==> config.mk <==
export PLATFORM = sky130hd
export DESIGN_NAME = logic_operand_fetch
export DESIGN_NICKNAME = d
export VERILOG_FILES = /design/src/rtl/logic_operand_fetch.sv
export SDC_FILE = /design/constraint.sdc
export NUM_CORES = 1
export LEC_CHECK = 0
export CAP_MARGIN = 20
export CORE_MARGIN = 1.5
export CORE_UTILIZATION = 57
export DETAILED_ROUTE_END_ITERATION = 10
export HOLD_SLACK_MARGIN = 0.02
export PLACE_DENSITY = 0.76
export SLEW_MARGIN = 20
export SYNTH_ARGS = -nofsm -noshare
export SYNTH_HDL_FRONTEND = slang
export SYNTH_SLANG_ARGS = --single-unit
export TNS_END_PERCENT = 5
==> constraint.sdc <==
create_clock -name clk -period 6 [get_ports clk]
set_clock_uncertainty 0.1 [all_clocks]
set_input_delay 1.2 -clock clk [delete_from_list [all_inputs] [get_ports clk]]
set_output_delay 1.2 -clock clk [all_outputs]
set_load 0.01 [all_outputs]
==> src/rtl/logic_operand_fetch.sv <==
// Issue stage for the bitwise logic unit: register file, pending-destination scoreboard,
// write-back bypass and a one-entry output register with valid/ready handshake.
module logic_operand_fetch #(
  parameter int DATA_WIDTH = 32,
  parameter int NUM_REGS   = 16,
  parameter int REG_AW     = $clog2(NUM_REGS)
) (
  input  logic                  clk,
  input  logic                  rst,
  input  logic                  in_valid,
  output logic                  in_ready,
  input  logic [1:0]            in_op,
  input  logic [REG_AW-1:0]     in_rs0,
  input  logic [REG_AW-1:0]     in_rs1,
  input  logic [REG_AW-1:0]     in_rd,
  input  logic                  in_imm_en,
  input  logic [DATA_WIDTH-1:0] in_imm,
  output logic                  out_valid,
  input  logic                  out_ready,
  output logic [DATA_WIDTH-1:0] out_in_0,
  output logic [DATA_WIDTH-1:0] out_in_1,
  output logic [1:0]            out_op_selector,
  output logic [REG_AW-1:0]     out_rd,
  input  logic                  wb_valid,
  input  logic [REG_AW-1:0]     wb_rd,
  input  logic [DATA_WIDTH-1:0] wb_data
);

  logic [DATA_WIDTH-1:0] r_regs [NUM_REGS];
  logic [NUM_REGS-1:0]   r_pend;
  logic                  r_out_valid;
  logic [DATA_WIDTH-1:0] r_out_in_0;
  logic [DATA_WIDTH-1:0] r_out_in_1;
  logic [1:0]            r_out_op;
  logic [REG_AW-1:0]     r_out_rd;

  logic [NUM_REGS-1:0]   w_wb_mask;
  logic [NUM_REGS-1:0]   w_eff_pend;
  logic                  w_rs1_used;
  logic                  w_hazard;
  logic                  w_accept;
  logic [DATA_WIDTH-1:0] w_op0;
  logic [DATA_WIDTH-1:0] w_op1;

  // r0 is hard-wired zero; a same-cycle write-back to a non-zero source is forwarded.
  function automatic logic [DATA_WIDTH-1:0] read_operand(input logic [REG_AW-1:0] idx);
    logic [DATA_WIDTH-1:0] v;
    if (idx == '0)
      v = '0;
    else if (wb_valid && (wb_rd == idx))
      v = wb_data;
    else
      v = r_regs[idx];
    return v;
  endfunction

  assign w_wb_mask  = wb_valid ? (NUM_REGS'(1) << wb_rd) : '0;
  assign w_eff_pend = r_pend & ~w_wb_mask;
  assign w_rs1_used = !in_imm_en && (in_op != 2'b11);
  assign w_hazard   = in_valid && (w_eff_pend[in_rs0] ||
                                   (w_rs1_used && w_eff_pend[in_rs1]) ||
                                   w_eff_pend[in_rd]);
  assign in_ready   = !w_hazard && (!r_out_valid || out_ready);
  assign w_accept   = in_valid && in_ready;

  always_comb begin
    w_op0 = read_operand(in_rs0);
    w_op1 = '0;
    if (in_imm_en)
      w_op1 = in_imm;
    else if (in_op != 2'b11)
      w_op1 = read_operand(in_rs1);
  end

  // Register file and scoreboard; the issue-side pending set is applied last so it wins.
  always_ff @(posedge clk) begin
    if (rst) begin
      for (int i = 0; i < NUM_REGS; i++) r_regs[i] <= '0;
      r_pend <= '0;
    end else begin
      if (wb_valid && (wb_rd != '0)) begin
        r_regs[wb_rd] <= wb_data;
        r_pend[wb_rd] <= 1'b0;
      end
      if (w_accept && (in_rd != '0))
        r_pend[in_rd] <= 1'b1;
    end
  end

  // Output register stage
  always_ff @(posedge clk) begin
    if (rst) begin
      r_out_valid <= 1'b0;
      r_out_in_0  <= '0;
      r_out_in_1  <= '0;
      r_out_op    <= '0;
      r_out_rd    <= '0;
    end else if (w_accept) begin
      r_out_valid <= 1'b1;
      r_out_in_0  <= w_op0;
      r_out_in_1  <= w_op1;
      r_out_op    <= in_op;
      r_out_rd    <= in_rd;
    end else if (out_ready) begin
      r_out_valid <= 1'b0;
    end
  end

  assign out_valid       = r_out_valid;
  assign out_in_0        = r_out_in_0;
  assign out_in_1        = r_out_in_1;
  assign out_op_selector = r_out_op;
  assign out_rd          = r_out_rd;

endmodule

==> summary.txt <==
Die width: 238 um
CTS root buffer: clkbuf_16
Rel. slew slack: 22.6%
Yosys warning total: 0
Placed Cells: 2951
Core Box Area: 54900 sq um
FFs w/ async S/R, synth: 0%
Setup TNS: 0 ns
DRC: 0
Final setup margin: 0.262 ns
Hold WS: 0.358 ns
Worst hold start: out_in_0[9]$_SDFFE_PP0P_
Final setup viols: 0
Gpl congestion: 0.901
FF-to-FF Start: r_pend[11]$_SDFF_PP0_
Synth cell count leaders: edfxtp_1 (512), mux4_2 (323), nor3_1 (291), clkbuf_1 (231), nor4_1 (163)
Leading cell types by total area after synthesis: edfxtp_1 (49%), mux4_2 (23%), dfxtp_1 (5.5%)
1st-pass router iterations: 6
Crit path max fanout: 9
Detail Route Antenna Nets: 0
Clk sink count: 599
Initial Utilization: 57.5%
Status: finished, final reports clean
Initial DRC count: 3780
Crit path capture type: output pin
Power per Cell Area: 286 nW/um^2
Synth area leader: edfxtp_1
Post-synth EDFFs: 512
Syn Area/Cell: 13.8 sq um
Most frequent cell after synthesis: edfxtp_1
HPWL after detailed placement: 54700 um
Pleak: 11.3 nW
Max-Cap Viols: 0
Total grt overflow: 0
Distinct cell type count after synthesis: 61
FILL cells: 3825
Die Ht: 238 um
F_max: 0.174 GHz
Layout cell share with drive strength beyond 1: 23.9%
DR WL/cell: 32.3 um
Pre-CTS WS: 0.187 ns
Cts bufs inserted: 61
Share of the yosys chip area belonging to registers: 54.3%
Largest net degree at the start of global routing: 105
Mapped cell area: 31500 sq um
Worst-margin pin slew: 1.16 ns
Row count: 86
Final Non-Filler Cells: 3066
R2r setup slk: 3.16 ns
IO buf count: 159
Vias: 23100
Clock buffer depth: 3
Hold Crit Class: reg2reg
Die area: 56700 sq um
First-pass GRT wire length: 147000 um
Peak VDD IR: 241 uV
WP data arrival: 4.44 ns
Post-synthesis cell count: 2289
Layout area overhead: 13.3%
# H-tree levels: 2
Worst-skew pair later-pin latency: 0.65 ns
Unrepaired setup endpoints after global routing: no
Vias in the first global route: 23100
Clk pin slew, worst setup/hold paths: 0.06 ns
Routed WL: 99000 um
Setup crit start kind: input port
Initial antenna violation count: 0
Nets: 2399
CTS Hold Bufs: 0
Critical path type: in2out
Worst setup path start: wb_valid
CTS tree: yes
Fin. max-slew vios: 0
Yosys top cell area share: 48.8%
Synth Flop Type: edfxtp_1
Vias per Instance: 7.53
GR Util All Layers: 35.3%
Final hold violation count: 0
Ant diodes: 0
CP required: 4.70 ns
Tcrit/Tclk final: 95.6%
Top Ports: 160
Crit path time final: 5.74 ns
FF+latch count, synth: 599
timing repair:
| action | CTS | global route |
|---|---|---|
| endpoints found under the setup margin | 0 | 1 |
| resized for setup | 0 | 2 |
| buffers inserted | 0 | 0 |
cells by family after synthesis:
group	Yosys count	share of synthesized area, %
compound gates	260	5.65
xor+xnor	8	0.222
buf+inv	375	4.65
flops	599	54.3
mux	327	23.2
other cells	1	0.0119
simple gates	719	12.0
metrics by stage:
| step | power [mW] | utilization [%] | area, sq um |
|---|---|---|---|
| floorplan | 5.93 | - | 31700 |
| global placement | 6.47 | 61.6 | 33800 |
| detailed placement | 6.52 | 61.6 | 33800 |
| CTS | 10.2 | 65.0 | 35700 |
| global route | 10.5 | 65.1 | 35700 |
| finish | 10.2 | 65.1 | 35700 |
path summary, 6_finish.rpt:
| path | to | depth (start not counted) |
|---|---|---|
| max | in_ready | 9 |
| max reg2reg | r_pend[1]$_SDFF_PP0_ | 7 |
| min | out_in_0[9]$_SDFFE_PP0P_ | 2 |
| min reg2reg | out_in_0[9]$_SDFFE_PP0P_ | 2 |
state kept, by name, summed over array words and instances (netlist names):
signal and count:
out_in_0 32, out_rd 4, out_valid 1, r_regs 512, out_op_selector 2, out_in_1 32
r_pend 16
per-layer routing:
| layer | share of wire [%] | global-route usage [%] | wire, um | up-vias |
|---|---|---|---|---|
| li1 | - | - | - | 9273 |
| met1 | 35 | 47.2 | 34400 | 11500 |
| met2 | 48 | 56.2 | 47300 | 1972 |
| met3 | 13 | 8.10 | 13000 | 315 |
| met4 | 4.3 | 14.8 | 4220 | 0 |
| met5 | 0 | 0 | 0 | - |
cells in the final DEF, fill, tap and decap left out, types with 5 or more instances in the layout:
master / Yosys / final
and2_1: 32 / 32
buf_4: 1 / 65
or4_1: 12 / 12
nor2b_1: 7 / 7
o211ai_1: 10 / 10
o2111ai_1: 5 / 5
clkinv_1: 1 / 12
xnor2_1: 5 / 5
clkbuf_1: 231 / 12
nor3_1: 291 / 291
a21oi_1: 80 / 80
buf_2: 25 / 5
inv_1: 72 / 72
o221a_2: 32 / 32
conb_1: 1 / 32
clkinv_2: 0 / 16
buf_12: 0 / 7
nand3_1: 44 / 43
o21ai_0: 64 / 49
o211a_1: 5 / 5
nand2b_1: 11 / 8
edfxtp_1: 512 / 512
o21ai_4: 0 / 14
clkbuf_16: 0 / 63
nor4_1: 163 / 163
a211oi_1: 32 / 32
clkdlybuf4s50_1: 0 / 147
mux4_2: 323 / 323
dfxtp_1: 87 / 87
nand2_1: 140 / 136
layout make-up:
class                           count  area, sq um  area share, %
Clock buffer                       77         1650           4.62
Clock inverter                     37          270          0.757
Inverter                           73          274          0.767
Multi-Input combinational cell   1346        13300           37.3
Sequential cell                   599        17100           47.9
Tap cell                          704          881           2.47
Timing Repair Buffer              230         2210           6.20
critical path: stages:
cell             delay [ns]
clkdlybuf4s50_1        0.63
nand3b_1               0.42
o21ai_1                0.39
mux2i_1                0.14
a32o_1                 0.31
a2111oi_4              0.36
nand4_1                0.19
a21boi_0               0.23
clkdlybuf4s50_1        0.57
where the power goes:
part	total [mW]	switching, mW	internal, mW
Combinational	1.54	0.860	0.683
Clock	3.73	1.66	2.07
Sequential	4.93	0.142	4.79
Note: power is estimated with default switching activity, not from simulation.
